===== src/rtl/mips_cpu_bus_mem_ctrl_if.sv =====
// Core request/response and Avalon-style memory bus signals of the memory-access controller.
interface mips_cpu_bus_mem_ctrl_if;
  logic        req;
  logic        req_write;
  logic [31:0] req_addr;
  logic [1:0]  req_size;
  logic        req_signed;
  logic [31:0] req_wdata;
  logic        busy;
  logic        done;
  logic        err;
  logic [31:0] rdata;
  logic [31:0] address;
  logic        write;
  logic        read;
  logic        waitrequest;
  logic [31:0] writedata;
  logic [3:0]  byteenable;
  logic [31:0] readdata;

  modport master (
    input  req, req_write, req_addr, req_size, req_signed, req_wdata,
    input  waitrequest, readdata,
    output busy, done, err, rdata,
    output address, write, read, writedata, byteenable
  );

  modport slave (
    output req, req_write, req_addr, req_size, req_signed, req_wdata,
    output waitrequest, readdata,
    input  busy, done, err, rdata,
    input  address, write, read, writedata, byteenable
  );
endinterface


===== src/rtl/mips_cpu_bus_mem_ctrl.sv =====
// Memory-access controller: one byte/half/word request at a time onto an Avalon-style bus,
// with lane placement for stores and lane extraction plus sign/zero extension for loads.
module mips_cpu_bus_mem_ctrl (
  input  logic                          clk,
  input  logic                          reset,
  mips_cpu_bus_mem_ctrl_if.master       bus
);

  localparam logic [1:0] IDLE    = 2'd0;
  localparam logic [1:0] ACCESS  = 2'd1;
  localparam logic [1:0] FAULT   = 2'd2;

  localparam logic [1:0] SZ_BYTE = 2'b00;
  localparam logic [1:0] SZ_HALF = 2'b01;

  logic [1:0]  state, state_nxt;
  logic        busy, busy_nxt;
  logic        done, done_nxt;
  logic        err, err_nxt;
  logic        rd, rd_nxt;
  logic        wr, wr_nxt;
  logic [31:0] rdata, rdata_nxt;
  logic [31:0] address, address_nxt;
  logic [31:0] wdata, wdata_nxt;
  logic [3:0]  be, be_nxt;
  logic [1:0]  size_q, size_nxt;
  logic [1:0]  off_q, off_nxt;
  logic        sgn_q, sgn_nxt;

  logic        misaligned_c;
  logic [4:0]  req_shift_c;
  logic [31:0] req_wdata_c;
  logic [3:0]  req_be_c;
  logic [15:0] lane_c;
  logic [31:0] load_c;

  // Request decode: alignment, lane placement of store data and byte enables.
  always_comb begin
    req_shift_c  = {bus.req_addr[1:0], 3'b000};
    misaligned_c = ((bus.req_size == SZ_HALF) && bus.req_addr[0]) ||
                   (bus.req_size[1] && (bus.req_addr[1:0] != 2'b00));
    case (bus.req_size)
      SZ_BYTE: begin
        req_wdata_c = 32'(bus.req_wdata[7:0]) << req_shift_c;
        req_be_c    = 4'b0001 << bus.req_addr[1:0];
      end
      SZ_HALF: begin
        req_wdata_c = 32'(bus.req_wdata[15:0]) << req_shift_c;
        req_be_c    = 4'b0011 << bus.req_addr[1:0];
      end
      default: begin
        req_wdata_c = bus.req_wdata;
        req_be_c    = 4'b1111;
      end
    endcase
  end

  // Load extraction from the registered offset/size.
  always_comb begin
    lane_c = 16'(bus.readdata >> {off_q, 3'b000});
    case (size_q)
      SZ_BYTE: load_c = {{24{sgn_q & lane_c[7]}}, lane_c[7:0]};
      SZ_HALF: load_c = {{16{sgn_q & lane_c[15]}}, lane_c[15:0]};
      default: load_c = bus.readdata;
    endcase
  end

  always_ff @(posedge clk) begin
    if (reset) begin
      state   <= IDLE;
      busy    <= 1'b0;
      done    <= 1'b0;
      err     <= 1'b0;
      rd      <= 1'b0;
      wr      <= 1'b0;
      rdata   <= 32'h0;
      address <= 32'h0;
      wdata   <= 32'h0;
      be      <= 4'h0;
      size_q  <= 2'b00;
      off_q   <= 2'b00;
      sgn_q   <= 1'b0;
    end else begin
      state   <= state_nxt;
      busy    <= busy_nxt;
      done    <= done_nxt;
      err     <= err_nxt;
      rd      <= rd_nxt;
      wr      <= wr_nxt;
      rdata   <= rdata_nxt;
      address <= address_nxt;
      wdata   <= wdata_nxt;
      be      <= be_nxt;
      size_q  <= size_nxt;
      off_q   <= off_nxt;
      sgn_q   <= sgn_nxt;
    end
  end

  always_comb begin
    state_nxt   = state;
    busy_nxt    = 1'b0;
    done_nxt    = 1'b0;
    err_nxt     = 1'b0;
    rd_nxt      = 1'b0;
    wr_nxt      = 1'b0;
    rdata_nxt   = rdata;
    address_nxt = address;
    wdata_nxt   = wdata;
    be_nxt      = be;
    size_nxt    = size_q;
    off_nxt     = off_q;
    sgn_nxt     = sgn_q;

    case (state)
      IDLE: begin
        if (bus.req) begin
          busy_nxt = 1'b1;
          size_nxt = bus.req_size;
          off_nxt  = bus.req_addr[1:0];
          sgn_nxt  = bus.req_signed;
          if (misaligned_c) begin
            state_nxt = FAULT;
          end else begin
            state_nxt   = ACCESS;
            rd_nxt      = ~bus.req_write;
            wr_nxt      = bus.req_write;
            address_nxt = {bus.req_addr[31:2], 2'b00};
            wdata_nxt   = req_wdata_c;
            be_nxt      = req_be_c;
          end
        end
      end
      ACCESS: begin
        if (bus.waitrequest) begin
          busy_nxt = 1'b1;
          rd_nxt   = rd;
          wr_nxt   = wr;
        end else begin
          state_nxt = IDLE;
          done_nxt  = 1'b1;
          if (rd) rdata_nxt = load_c;
        end
      end
      FAULT: begin
        state_nxt = IDLE;
        done_nxt  = 1'b1;
        err_nxt   = 1'b1;
      end
      default: state_nxt = IDLE;
    endcase
  end

  assign bus.busy       = busy;
  assign bus.done       = done;
  assign bus.err        = err;
  assign bus.rdata      = rdata;
  assign bus.address    = address;
  assign bus.read       = rd;
  assign bus.write      = wr;
  assign bus.writedata  = wdata;
  assign bus.byteenable = be;

endmodule


===== src/flat_wrapper.sv =====
// flat-port wrapper written by rule: the top's interface ports become plain ports
module mips_cpu_bus_mem_ctrl_flat 
  (clk, reset, bus_req, bus_req_write, bus_req_addr, bus_req_size, bus_req_signed, bus_req_wdata, bus_waitrequest, bus_readdata, bus_busy, bus_done, bus_err, bus_rdata, bus_address, bus_write, bus_read, bus_writedata, bus_byteenable);
  mips_cpu_bus_mem_ctrl_if bus_i ();
  input  logic clk;
  input  logic reset;
  input wire logic [$bits(bus_i.req)-1:0] bus_req;
  input wire logic [$bits(bus_i.req_write)-1:0] bus_req_write;
  input wire logic [$bits(bus_i.req_addr)-1:0] bus_req_addr;
  input wire logic [$bits(bus_i.req_size)-1:0] bus_req_size;
  input wire logic [$bits(bus_i.req_signed)-1:0] bus_req_signed;
  input wire logic [$bits(bus_i.req_wdata)-1:0] bus_req_wdata;
  input wire logic [$bits(bus_i.waitrequest)-1:0] bus_waitrequest;
  input wire logic [$bits(bus_i.readdata)-1:0] bus_readdata;
  output wire logic [$bits(bus_i.busy)-1:0] bus_busy;
  output wire logic [$bits(bus_i.done)-1:0] bus_done;
  output wire logic [$bits(bus_i.err)-1:0] bus_err;
  output wire logic [$bits(bus_i.rdata)-1:0] bus_rdata;
  output wire logic [$bits(bus_i.address)-1:0] bus_address;
  output wire logic [$bits(bus_i.write)-1:0] bus_write;
  output wire logic [$bits(bus_i.read)-1:0] bus_read;
  output wire logic [$bits(bus_i.writedata)-1:0] bus_writedata;
  output wire logic [$bits(bus_i.byteenable)-1:0] bus_byteenable;
  assign bus_i.req = bus_req;
  assign bus_i.req_write = bus_req_write;
  assign bus_i.req_addr = bus_req_addr;
  assign bus_i.req_size = bus_req_size;
  assign bus_i.req_signed = bus_req_signed;
  assign bus_i.req_wdata = bus_req_wdata;
  assign bus_i.waitrequest = bus_waitrequest;
  assign bus_i.readdata = bus_readdata;
  assign bus_busy = bus_i.busy;
  assign bus_done = bus_i.done;
  assign bus_err = bus_i.err;
  assign bus_rdata = bus_i.rdata;
  assign bus_address = bus_i.address;
  assign bus_write = bus_i.write;
  assign bus_read = bus_i.read;
  assign bus_writedata = bus_i.writedata;
  assign bus_byteenable = bus_i.byteenable;
  mips_cpu_bus_mem_ctrl u_core (.clk(clk), .reset(reset), .bus(bus_i));
endmodule

===== config.mk =====
export PLATFORM = sky130hd
export DESIGN_NAME = mips_cpu_bus_mem_ctrl_flat
export DESIGN_NICKNAME = d
export VERILOG_FILES = /design/src/rtl/mips_cpu_bus_mem_ctrl_if.sv /design/src/rtl/mips_cpu_bus_mem_ctrl.sv /design/src/flat_wrapper.sv
export SDC_FILE = /design/constraint.sdc
export NUM_CORES = 1
export LEC_CHECK = 0
export ABC_AREA = 1
export CAP_MARGIN = 25
export CORE_ASPECT_RATIO = 0.7
export CORE_UTILIZATION = 35
export CTS_BUF_LIST = sky130_fd_sc_hd__clkbuf_8
export DETAILED_ROUTE_END_ITERATION = 7
export PLACE_DENSITY = 0.69
export SLEW_MARGIN = 20
export SYNTH_ARGS = -nofsm -noshare
export SYNTH_HDL_FRONTEND = slang
export SYNTH_SLANG_ARGS = --single-unit

===== constraint.sdc =====
create_clock -name clk -period 1.6 [get_ports clk]
set_clock_uncertainty 0.2 [all_clocks]
set_input_delay 0.16 -clock clk [delete_from_list [all_inputs] [get_ports clk]]
set_output_delay 0.16 -clock clk [all_outputs]
set_load 0.03 [all_outputs]

Word level (Yosys, flattened, before mapping)
Index checks and enable logic that the tools add are counted.
{ "classes": {"n_eq_ne": 6, "n_shift": 5, "muxes": 20, "bitwise_logic": 5, "reduce_logical": 11} }
{ "ops": {"columns": ["operator", "n"], "rows": [
  ["case mux 32 bit (2 select lines)", 2],
  ["left shift 16 x 5 -> 32 bit", 1],
  ["left shift 8 x 5 -> 32 bit", 1],
  ["right shift 32 x 5 -> 16 bit", 1],
  ["2-to-1 mux 1 bit", 9],
  ["case mux 1 bit (2 select lines)", 4],
  ["case mux 4 bit (2 select lines)", 1],
  ["equality test 2 x 1 -> 1 bit (second input constant)", 3],
  ["zero test 2 bit", 3],
  ["2-to-1 mux 2 bit", 3],
  ["AND reduction 3 bit", 2],
  ["inequality test 2 bit (second input constant)", 2],
  ["case mux 2 bit (2 select lines)", 1],
  ["AND reduction 2 bit", 2],
  ["left shift 1 x 2 -> 4 bit (first input constant)", 1],
  ["left shift 2 x 2 -> 4 bit (first input constant)", 1],
  ["NOT 1 bit", 3],
  ["bitwise AND 1 bit", 2],
  ["equality test 2 bit (second input constant)", 1],
  ["logical AND 1 bit", 2],
  ["nonzero test 2 bit", 1],
  ["logical OR 1 bit", 1]
]} }
{ "totals": {"ff_bits": 110, "inputBits": 104, "output_inout_bits": 105, "word_cells": 60} }

Logic depth before layout (Yosys ltp)
Gate-level depths: netlist of run 1.
{ "logic_depth": {"ltp_word": 6, "ltp_mapped": 10, "mapped_depth_nobuf": 8} }

Worst setup path after synthesis of run 1
OpenSTA, ideal clock, no wires.
{ "synth_path": {"kind": "reg-to-reg", "from": "reg u_core.state[0]", "to": "reg u_core.be[2], in the netlist u_core.bus.byteenable[2]", "setup_ns": 0.118, "arrival_time_ns": 1.339, "required_time_ns": 1.282, "path_slack_ns": -0.057, "path_stages_with_launch": 10, "n_path_buf": 2, "period_less_slack_ns": 1.657, "path_cell_list": "dfxtp_1 inv_1 ha_1 nand2_1 inv_2 nand3_2 buf_6 buf_4 nor3_1 nor2_1"} }
{ "synth_between": {"elab_chain_cells": 2} }
{ "synth_rtl": {"columns": ["element", "line", "text"], "rows": [
  ["start: declaration", "mips_cpu_bus_mem_ctrl.sv:16", "logic [1:0] state, state_nxt;"],
  ["start signal: assignment", "mips_cpu_bus_mem_ctrl.sv:84", "state <= state_nxt;"],
  ["zero test 2 bit", "mips_cpu_bus_mem_ctrl.sv:115", "case (state)"],
  ["AND reduction 3 bit (no source line)", null, null],
  ["end signal: assignment", "mips_cpu_bus_mem_ctrl.sv:93", "be <= be_nxt;"],
  ["end: declaration", "mips_cpu_bus_mem_ctrl.sv:25", "logic [3:0] be, be_nxt;"]
]} }
No other way between the ends.
A chain may end at the register's enable or synchronous reset.

Final worst setup path of run 1
{ "layout_path": {"from": "reg u_core.state[0]", "to": "reg u_core.rdata[17], in the netlist u_core.bus.rdata[17]"} }
{ "layout_between": {"elab_chain_cells": 2} }
{ "layout_rtl": {"columns": ["element", "line", "text"], "rows": [
  ["equality test 2 x 1 -> 1 bit", "mips_cpu_bus_mem_ctrl.sv:115", null],
  ["AND reduction 3 bit (no source line)", null, null],
  ["end signal: assignment", "mips_cpu_bus_mem_ctrl.sv:90", "rdata <= rdata_nxt;"],
  ["end: declaration", "mips_cpu_bus_mem_ctrl.sv:22", "logic [31:0] rdata, rdata_nxt;"]
]} }
No other way between the ends.

==> results by stage, run 1 <==
Logic synthesis:
- The flop and latch count out of synthesis is 110.
- For this run, the number of Yosys warnings is 0.
- For this run, the register share of the synthesized area comes to 41.2%.
- Counting distinct cell types in the post-synthesis netlist gives 28.
- Summing every instance area after synthesis gives ~5400 um2.
- A synthesized cell averages around 6.9 um2.
- After technology mapping, the gate count stands at 772.

CTS:
- The clock drives 110 sinks.
- The tree is rooted in a sky130_fd_sc_hd__clkbuf_8.
- The clock reaches the later pin of the worst-skew pair after between 0.3 and 0.4 ns.
- Clock-pin slew was measured on the worst setup and hold paths at 0.11 ns.
- The number of CTS-inserted buffers is 9.
- TritonCTS built the clock tree.
- The H-tree level count is 3.
- In this run the deepest clock path goes through 2 buffers.

Setup path:
- Together, buffers and inverters on the worst path number 3.
- Measured in cells, the most critical reg-to-reg path has a length of 8.
- The maximum cell stage delay along the critical path is around 0.35 ns.
- The signal on the critical path passes through buf_4 > ha_2 > nand3_4 > buf_12 > a21oi_2 > nand3_2 > nand2_1 > inv_1.
- The endpoint identified for the worst register-to-register timing path is u_core.bus.rdata[17]$_SDFFE_PP0P_.
- Data arrives at the worst endpoint at 1.73 ns.
- The critical path endpoint category is a register.
- Of all nets on the critical path, the largest fanout is 17.
- The library cell contributing the largest single delay on the critical path is sky130_fd_sc_hd__dfxtp_2.
- The setup path with the least slack is of type register to register.
- At the worst endpoint, the required time is 1.68 ns.
- Grouping stages by cell kind, the critical path spends the most delay in flip-flops.
- In this run the register-to-register setup slack is -0.05 ns.
- The worst register-to-register path begins at u_core.state[0]$_SDFFE_PP0P_.
- The category of the worst setup path launch point is a register.

STA:
- After layout, the minimum clock period comes to ~1.6 ns.
- The number of failing hold endpoints at the final stage came to 0.
- Final hold analysis gives a worst-case slack of around 0.12 ns.
- The worst path uses 103% of the clock period.
- Setup repair after global routing could not meet its margin everywhere.
- Setup violations remaining at the end of the flow were counted as 9.
- Timing would allow up to about 610 MHz.
- The minimum setup slack in the final design is -0.0483 ns.
- Measured against its own limit, the worst slew margin works out to approximately 66%.
- The final-report max-slew violation count came to 0.
- At the pin with the least slew margin, the transition time is slightly above 0.5 ns.
- The total negative slack is -0.242 ns.

Placed design:
- The number of placed instances, taps included, is ~1.2k.
- The HPWL reported at the end of detailed placement is approximately 13000 um.
- During placement, the flow inserted port buffers numbering between 200 and 250.
- The weighted congestion at the end of routability-driven global placement is around 0.90.

GRT:
- The global routing's busiest layer is met2.
- In the global route stage, met2 resource usage came out at between 30% and 40%.
- The initial antenna violation count is 0.
- Entering global routing, the biggest net connects 66 pins.
- The first global-routing pass estimated 27400 um of wire.
- For met3 alone, demand over resource in global routing was 7.40%.
- Global routing finished with a remaining overflow of 0.
- The total track usage is around 22%.
- For this run, global-route usage on met1 was measured as a little under a third.
- The number of global-route vias before repair is around 5.3k.

Hold path:
- In this run the most critical hold path is launched from bus_req_addr[22].
- The min-delay analysis places its worst path in the category primary input to register.
- The worst hold path was traced through 3 stages.
- The path with the worst hold slack has its endpoint at u_core.bus.address[22]$_SDFFE_PP0P_.

Routing:
- The number of violations reported at the end of detailed-routing iteration 0 is roughly 400.
- The number of detailed-routing iterations run before antenna repair is 5.
- The wire length after detailed routing is ~18000 um.
- The count of nets left with antenna violations once routing finished came out at 0.
- Across all layers, the routed design uses roughly 5.9k vias.
- The residual DRC count is 0.
- The post-detailed-route via-to-cell ratio is 4.84.
- The average detailed-routed wire length per instance is 14.7 um.

Pwr:
- The total power draw is 6.40 mW.
- The power per cell area is 758 nW/um2.
- The cell leakage power is 3.99 nW.
- The worst-case IR drop observed on VDD is roughly 0.4 mV.

Floorplan:
- In this run the horizontal extent of the chip is around 150 um.
- After floorplanning, the core was sized to cover approximately 15000 um2.
- The initial standard-cell utilization of the core is a little over a third.
- The height of the die is 105 um.
- After floorplanning, the core was divided into 37 placement rows.
- The die outline area is ~16000 um2.
- The number of placed I/O pins is ~210.

Cells and area:
- The post-layout net count is ~1.1k.
- Cells fill 57.0% of the core in the end.
- The number of standard cells in the final layout excluding fillers is roughly 1.2k.
- The final antenna diode count is 0.
- The share of final-layout standard cells stronger than drive strength 1 is a little under a fifth.
- From synthesis to final layout, the design area changed by 57.7%.

Outcome:
- The run finished, with violations left.
- The final reports fail on negative setup slack.

Flow run:
- Across the run, the number of max-cap violations was 0.
[cell usage after synthesis]
| library cell | number | area, um2 |
|---|---|---|
| sky130_fd_sc_hd__buf_1 | 3 | 11.3 |
| sky130_fd_sc_hd__a21oi_2 | 7 | 61.3 |
| sky130_fd_sc_hd__nand2_2 | 2 | 12.5 |
| sky130_fd_sc_hd__inv_1 | 66 | 248 |
| sky130_fd_sc_hd__nand3_2 | 12 | 120 |
| sky130_fd_sc_hd__dfxtp_1 | 110 | 2200 |
| sky130_fd_sc_hd__o21ai_2 | 2 | 17.5 |
| sky130_fd_sc_hd__o21a_1 | 16 | 120 |
| sky130_fd_sc_hd__conb_1 | 1 | 3.75 |
| sky130_fd_sc_hd__o21ai_0 | 77 | 385 |
| sky130_fd_sc_hd__clkbuf_1 | 14 | 52.6 |
| sky130_fd_sc_hd__buf_2 | 20 | 100 |
| sky130_fd_sc_hd__nand3b_1 | 1 | 7.51 |
| sky130_fd_sc_hd__nor2_4 | 1 | 11.3 |
| sky130_fd_sc_hd__inv_4 | 1 | 6.26 |
| sky130_fd_sc_hd__buf_6 | 6 | 67.6 |
| sky130_fd_sc_hd__nand3_1 | 34 | 170 |
| sky130_fd_sc_hd__o21ai_1 | 13 | 65.1 |
| sky130_fd_sc_hd__nand3_4 | 2 | 35.0 |
| sky130_fd_sc_hd__nor2_2 | 1 | 6.26 |
| sky130_fd_sc_hd__o22ai_1 | 8 | 50.1 |
| sky130_fd_sc_hd__inv_2 | 8 | 30.0 |
| sky130_fd_sc_hd__a21oi_1 | 103 | 515 |
| sky130_fd_sc_hd__ha_1 | 3 | 37.5 |
| sky130_fd_sc_hd__nor2_1 | 53 | 199 |
| sky130_fd_sc_hd__nor3_1 | 1 | 5.00 |
| sky130_fd_sc_hd__nand2_1 | 198 | 743 |
| sky130_fd_sc_hd__buf_4 | 9 | 67.6 |
[repair_timing]
action / in CTS / in global routing
pin swaps: 5 / 4
buffers inserted: 1 / 4
endpoints found under the setup margin: 200 / 103
resized for setup: 121 / 81
cloned: 2 / 1
hold buffers: 0 / 0
[through the flow]
step | worst slack, ns | cell area, um2
after floorplan | -0.00200 | 5380
after global placement | -0.276 | 8010
after detailed placement | -0.316 | 8010
after CTS | -0.0411 | 8190
after global routing | -0.110 | 8440
final | -0.0483 | 8440
[metal layers]
metal / vias to the layer above / wire length (um)
li1: 2991 / -
met3: 12 / 1950
met2: 222 / 7610
met1: 2656 / 8200
met4: 0 / 95
met5: - / 0
[worst min-delay path: stages]
cell	delay, ns
sky130_fd_sc_hd__clkdlybuf4s50_1	0.39
sky130_fd_sc_hd__nand2_1	0.06
sky130_fd_sc_hd__a21oi_1	0.05
[flip-flops by register name, indices dropped and copies added (netlist names)]
name / count
u_core.bus.byteenable: 4
u_core.bus.address: 30
u_core.bus.writedata: 32
u_core.bus.err: 1
u_core.bus.done: 1
u_core.state: 2
u_core.size_q: 2
u_core.off_q: 2
u_core.bus.write: 1
u_core.bus.busy: 1
u_core.sgn_q: 1
u_core.bus.read: 1
u_core.bus.rdata: 32
[logic make-up (layout without fill, tap and decap cells)]
family | count (synthesis) | after routing | share of synthesized area [%]
and+or+nand+nor | 305 | 306 | 24.5
AOI/OAI and AO/OA | 226 | 226 | 22.7
buffers and inverters | 127 | 374 | 10.9
DFF | 110 | 110 | 41.2
adders and majority gates | 3 | 3 | 0.702
other | 1 | 2 | 0.0701
[layout make-up]
cell class	count	area, um2
Multi-Input combinational cell	537	2800
Tap cell	195	244
Inverter	75	302
Fill cell	1459	6370
Timing Repair Buffer	283	2720
Sequential cell	110	2210
Clock inverter	7	48.8
Clock buffer	9	124
[worst max-delay path by stage]
stage,slack (ns),to,from,depth (start not counted)
2_1_floorplan,-0.002,u_core.bus.byteenable[2]$_SDFFE_PP0P_,u_core.state[1]$_SDFFE_PP0P_,9
3_3_place_gp,-0.28,u_core.bus.byteenable[3]$_SDFFE_PP0P_,bus_req_size[1],8
3_5_place_dp,-0.32,u_core.bus.byteenable[3]$_SDFFE_PP0P_,bus_req_size[1],8
4_1_cts,-0.04,u_core.bus.rdata[19]$_SDFFE_PP0P_,u_core.state[0]$_SDFFE_PP0P_,8
5_1_grt,-0.11,u_core.bus.rdata[17]$_SDFFE_PP0P_,u_core.state[0]$_SDFFE_PP0P_,8
6_report,-0.05,u_core.bus.rdata[17]$_SDFFE_PP0P_,u_core.state[0]$_SDFFE_PP0P_,8
[power breakdown]
part           leakage (nW)  total, mW  switching (mW)  internal (mW)
sequential            0.898       2.96          0.0827           2.88
clock                0.0887       1.59            1.01          0.574
combinational          3.01       1.85            1.05          0.801
[cells in the final DEF (no fill, tap or decap), types with 2 or more instances in the layout]
master,n
sky130_fd_sc_hd__a21oi_1,76
sky130_fd_sc_hd__a21oi_2,33
sky130_fd_sc_hd__buf_12,11
sky130_fd_sc_hd__buf_4,58
sky130_fd_sc_hd__buf_6,5
sky130_fd_sc_hd__buf_8,2
sky130_fd_sc_hd__clkbuf_2,2
sky130_fd_sc_hd__clkbuf_8,9
sky130_fd_sc_hd__clkdlybuf4s50_1,102
sky130_fd_sc_hd__clkinv_2,2
sky130_fd_sc_hd__clkinvlp_4,2
sky130_fd_sc_hd__conb_1,2
sky130_fd_sc_hd__dfxtp_1,107
sky130_fd_sc_hd__dfxtp_2,3
sky130_fd_sc_hd__dlygate4sd2_1,99
sky130_fd_sc_hd__inv_1,64
sky130_fd_sc_hd__inv_2,7
sky130_fd_sc_hd__inv_4,2
sky130_fd_sc_hd__inv_8,3
sky130_fd_sc_hd__nand2_1,188
sky130_fd_sc_hd__nand2_2,10
sky130_fd_sc_hd__nand2_4,2
sky130_fd_sc_hd__nand3_1,31
sky130_fd_sc_hd__nand3_2,14
sky130_fd_sc_hd__nand3_4,4
sky130_fd_sc_hd__nor2_1,50
sky130_fd_sc_hd__nor2_2,2
sky130_fd_sc_hd__nor2_4,3
sky130_fd_sc_hd__o21a_1,16
sky130_fd_sc_hd__o21ai_0,61
sky130_fd_sc_hd__o21ai_1,27
sky130_fd_sc_hd__o21ai_2,3
sky130_fd_sc_hd__o22ai_1,8
(Power assumes the default switching activity.)
==> run 2: changes to the inputs <==
--- a/config.mk
+++ b/config.mk
@@ -5,13 +5,15 @@
 export SDC_FILE = /design/constraint.sdc
 export NUM_CORES = 1
 export LEC_CHECK = 0
-export ABC_AREA = 1
+export ABC_AREA = 0
 export CAP_MARGIN = 25
 export CORE_ASPECT_RATIO = 0.7
 export CORE_UTILIZATION = 35
 export CTS_BUF_LIST = sky130_fd_sc_hd__clkbuf_8
 export DETAILED_ROUTE_END_ITERATION = 7
-export PLACE_DENSITY = 0.69
+export GPL_TIMING_DRIVEN = 0
+export PLACE_DENSITY = 0.7
+export SETUP_SLACK_MARGIN = 0.1
 export SLEW_MARGIN = 20
 export SYNTH_ARGS = -nofsm -noshare
 export SYNTH_HDL_FRONTEND = slang
==> results by stage, run 2 <==
Logic synthesis:
- The commonest cells after synthesis are sky130_fd_sc_hd__dfxtp_1 (110), sky130_fd_sc_hd__nand2_1 (109), sky130_fd_sc_hd__a21oi_1 (88).
- The flip-flop cell with the highest count after synthesis is sky130_fd_sc_hd__dfxtp_1.
- Yosys mapped a number of flops with a built-in enable equal to 0.
- The post-synthesis cell type with the largest combined area is sky130_fd_sc_hd__dfxtp_1.
- Of all flip-flops after synthesis, the portion carrying an async set or reset was 0%.
- Of the post-synthesis cell area, the dominant cell type holds a little over two fifths.
- The cell area after synthesis is approximately 5200 um2.
- The number of synthesis warnings is 0.
- The average instance in the mapped netlist occupies approximately 8.3 um2.
- Sequential elements use 42.6% of the synthesized area.
- The flop and latch count out of synthesis is 110.
- After synthesis, the cell types taking the most area are sky130_fd_sc_hd__dfxtp_1 (43%), sky130_fd_sc_hd__a21oi_1 (8.5%), sky130_fd_sc_hd__nand2_1 (7.9%).
- By instance count, the leading cell after synthesis is sky130_fd_sc_hd__dfxtp_1.
- The unique cell type count in the Yosys netlist is 46.
- The number of instances in the synthesized netlist is 627.

STA:
- The final-report max-slew violation count is 0.
- On the final layout, the worst hold slack is 0.0909 ns.
- For the finished layout, the period the worst path requires is roughly 1.9 ns.
- The maximum clock frequency is around 530 MHz.
- Setup repair after global routing could not meet its margin everywhere.
- The number of failing hold endpoints at the final stage was 0.
- The number of setup violations in the final report is approximately 110.
- The transition at the pin with the smallest max-transition slack is ~0.8 ns.
- The post-route fraction of the period consumed by the critical path is 119%.
- In this run the tightest slew margin relative to its limit is roughly 46%.
- In the post-route analysis, the smallest setup slack over all paths is -0.298 ns.

Setup path:
- The required time at the endpoint of the critical path is around 1.7 ns.
- The startpoint identified for the worst register-to-register timing path is u_core.state[1]$_SDFFE_PP0P_.
- The number of cells on the worst reg-to-reg path is 8.
- The worst setup path is launched from a register.
- For the worst setup path, the data arrival time is just under 2 ns.
- STA classifies the critical path endpoint as a register.
- The worst setup path is of the register to register kind.
- In this run the worst path has a maximum fanout of 8.
- The worst register-to-register path has a setup slack of -0.30 ns.
- The worst register-to-register path ends at u_core.bus.address[7]$_SDFFE_PP0P_.

CTS:
- The later pin in the worst-skew pair is clocked with a latency of around 0.38 ns.
- The H-tree was split into 3 levels.
- The clock sink count is 110.
- The clock passes through at most 2 buffers.
- TritonCTS built the clock tree.
- The CTS root buffer is sky130_fd_sc_hd__clkbuf_8.
- After clock tree synthesis, the clock-pin slew on the worst setup and hold paths is about 0.12 ns.
- In this run, CTS created clock tree buffers numbering 9.

Routing:
- In this run, the number of DRC markers left after iteration 0 of detailed routing was roughly 380.
- The total number of vias is 5763.
- In this run the remaining antenna-violating nets after routing total 0.
- The residual DRC count is 0.
- The post-detailed-route via-to-cell ratio is approximately 5.4.
- The number of detailed-routing iterations run before antenna repair is 5.
- The average detailed-routed wire length per instance is between 15 and 20 um.
- Wires add up to around 20000 um.

Hold path:
- For hold timing, the worst endpoint is u_core.bus.err$_SDFF_PP0_.
- The worst min-delay path startpoint is reset.
- The classification of the worst-slack hold path is primary input to register.
- The number of cells on the worst hold path is 2.

GRT:
- The initial antenna violation count is 0.
- Entering global routing, the biggest net connects 20 pins.
- The first global-routing pass estimated ~30000 um of wire.
- Global routing finished with a remaining overflow of 0.
- The number of global-route vias before repair came to roughly 5.5k.
- The total track usage is 25.2%.

Floorplan:
- The die outline area is ~15000 um2.
- From bottom edge to top edge, the die measures 104 um.
- The core area is 14200 um2.
- The floorplan step set the die width to 147 um.
- The number of rows created at floorplan is 36.
- In this run the count of I/O pins placed on the die edge is approximately 210.
- The initial utilization of the core area, before any placement, comes to between 30% and 40%.

Cells and area:
- In the final layout, the share of cells above drive strength 1 is approximately a third.
- After the last flow step, the layout net total stands at roughly 990.
- The library cell used most frequently in the layout, excluding fill and tap cells, is sky130_fd_sc_hd__dfxtp_1.
- The end-of-flow core utilization is approximately three fifths.
- The final antenna diode count is 0.
- The library cells used most frequently in the layout, excluding fill and tap cells, are sky130_fd_sc_hd__dfxtp_1 (103), sky130_fd_sc_hd__clkdlybuf4s50_1 (100), sky130_fd_sc_hd__nand2_1 (83), sky130_fd_sc_hd__a21oi_1 (74), sky130_fd_sc_hd__nor2_1 (62).
- The layout overhead on the synthesized area is 62.4%.

Flow run:
- The count of maximum capacitance violations is 0.

Placed design:
- The count of input and output buffers is approximately 200.
- The placement-stage worst setup slack is -0.878 ns.
- Routability-driven placement finished with a final weighted congestion of approximately 0.87.
- The HPWL reported at the end of detailed placement is roughly 14000 um.

Outcome:
- The checks that failed: negative setup slack.
- The run finished, with violations left.

Pwr:
- The cell leakage power is between 3 and 4 nW.
- The worst IR drop on VDD is between 0.4 and 0.5 mV.
- Dividing total power by cell area gives a power density of about 800 nW/um2.
-- run 2: changes by cell type after synthesis, sizes merged, moves of 18 or more --
cell | previous run | this run
a211oi | 0 | 40
nand2 | 200 | 109
nor3 | 1 | 19
clkbuf | 14 | 36
a21oi | 110 | 89
o21ai | 92 | 9
inv | 75 | 6
nand3 | 48 | 4
-- run 2: power breakdown --
group          switching (mW)  internal, mW
registers              0.0849          2.86
logic                   0.993         0.851
clock network            1.05         0.748
-- run 2: area by class of cell --
| cell class | instances | area (um2) |
|---|---|---|
| fillers | 1253 | 5790 |
| clock inverters | 7 | 80.1 |
| flip-flops and latches | 110 | 2220 |
| plain buffers | 59 | 458 |
| repair buffers | 240 | 2190 |
| well taps | 190 | 238 |
| inverters | 7 | 26.3 |
| clock buffers | 9 | 124 |
| multi-input cells | 452 | 3070 |
-- run 2: metal layers --
metal | vias to the layer above | GRT usage (%) | part of all wire [%]
met1 | 2754 | 35.4 | 46
met4 | 0 | 5.38 | 0.93
met5 | - | 0 | 0
met2 | 264 | 37.3 | 43
met3 | 21 | 8.02 | 9.6
li1 | 2724 | - | -
-- run 2: logic make-up (layout without fill, tap and decap cells) --
logic type / after synthesis / after routing / share of synthesized area [%]
compound gates: 198 / 198 / 27.3
fa+ha+maj: 3 / 3 / 0.725
buf+inv: 66 / 322 / 6.04
flops: 110 / 110 / 42.6
mux: 16 / 16 / 3.36
other cells: 1 / 2 / 0.0725
simple gates: 233 / 233 / 19.9
-- run 2: stage by stage --
step | std cells | TNS, ns | power [mW] | instance area, um2
2_1_floorplan | 628 | -6.44 | 3.83 | 5300
3_3_place_gp | 1021 | -56.30 | 4.52 | 7570
3_5_place_dp | 1021 | -59.41 | 4.54 | 7570
4_1_cts | 1061 | -21.17 | 6.50 | 8310
5_1_grt | 1074 | -28.24 | 6.86 | 8400
6_report | 1074 | -22.45 | 6.59 | 8400
-- run 2: worst max path at each step --
stage,startpoint,to,slack (ns),depth (start not counted)
final,u_core.state[1]$_SDFFE_PP0P_,u_core.bus.address[7]$_SDFFE_PP0P_,-0.30,8
after global routing,u_core.state[1]$_SDFFE_PP0P_,u_core.bus.writedata[12]$_SDFFE_PP0P_,-0.34,8
after CTS,u_core.state[0]$_SDFFE_PP0P_,u_core.bus.address[18]$_SDFFE_PP0P_,-0.28,8
after detailed placement,bus_req_addr[0],u_core.bus.writedata[7]$_SDFFE_PP0P_,-0.88,6
after global placement,bus_req_addr[0],u_core.bus.writedata[7]$_SDFFE_PP0P_,-0.76,6
after floorplan,u_core.state[1]$_SDFFE_PP0P_,u_core.bus.writedata[30]$_SDFFE_PP0P_,-0.12,8
-- run 2: timing repair --
item / in CTS / in global routing
gates cloned: 6 / 0
setup buffers: 17 / 14
endpoints found under the hold margin: 1 / 0
setup endpoints to repair: 208 / 166
pin swaps: 14 / 11
resized for setup: 310 / 149
hold buffers: 1 / 0
-- run 2: worst max-delay path, stage by stage (launching register included) --
cell and delay [ns]:
sky130_fd_sc_hd__dfxtp_2 0.34, sky130_fd_sc_hd__inv_2 0.08, sky130_fd_sc_hd__ha_4 0.17, sky130_fd_sc_hd__nand2_8 0.06, sky130_fd_sc_hd__or3_4 0.36, sky130_fd_sc_hd__buf_12 0.17
sky130_fd_sc_hd__bufbuf_16 0.27, sky130_fd_sc_hd__nand2_1 0.06, sky130_fd_sc_hd__a21oi_1 0.06
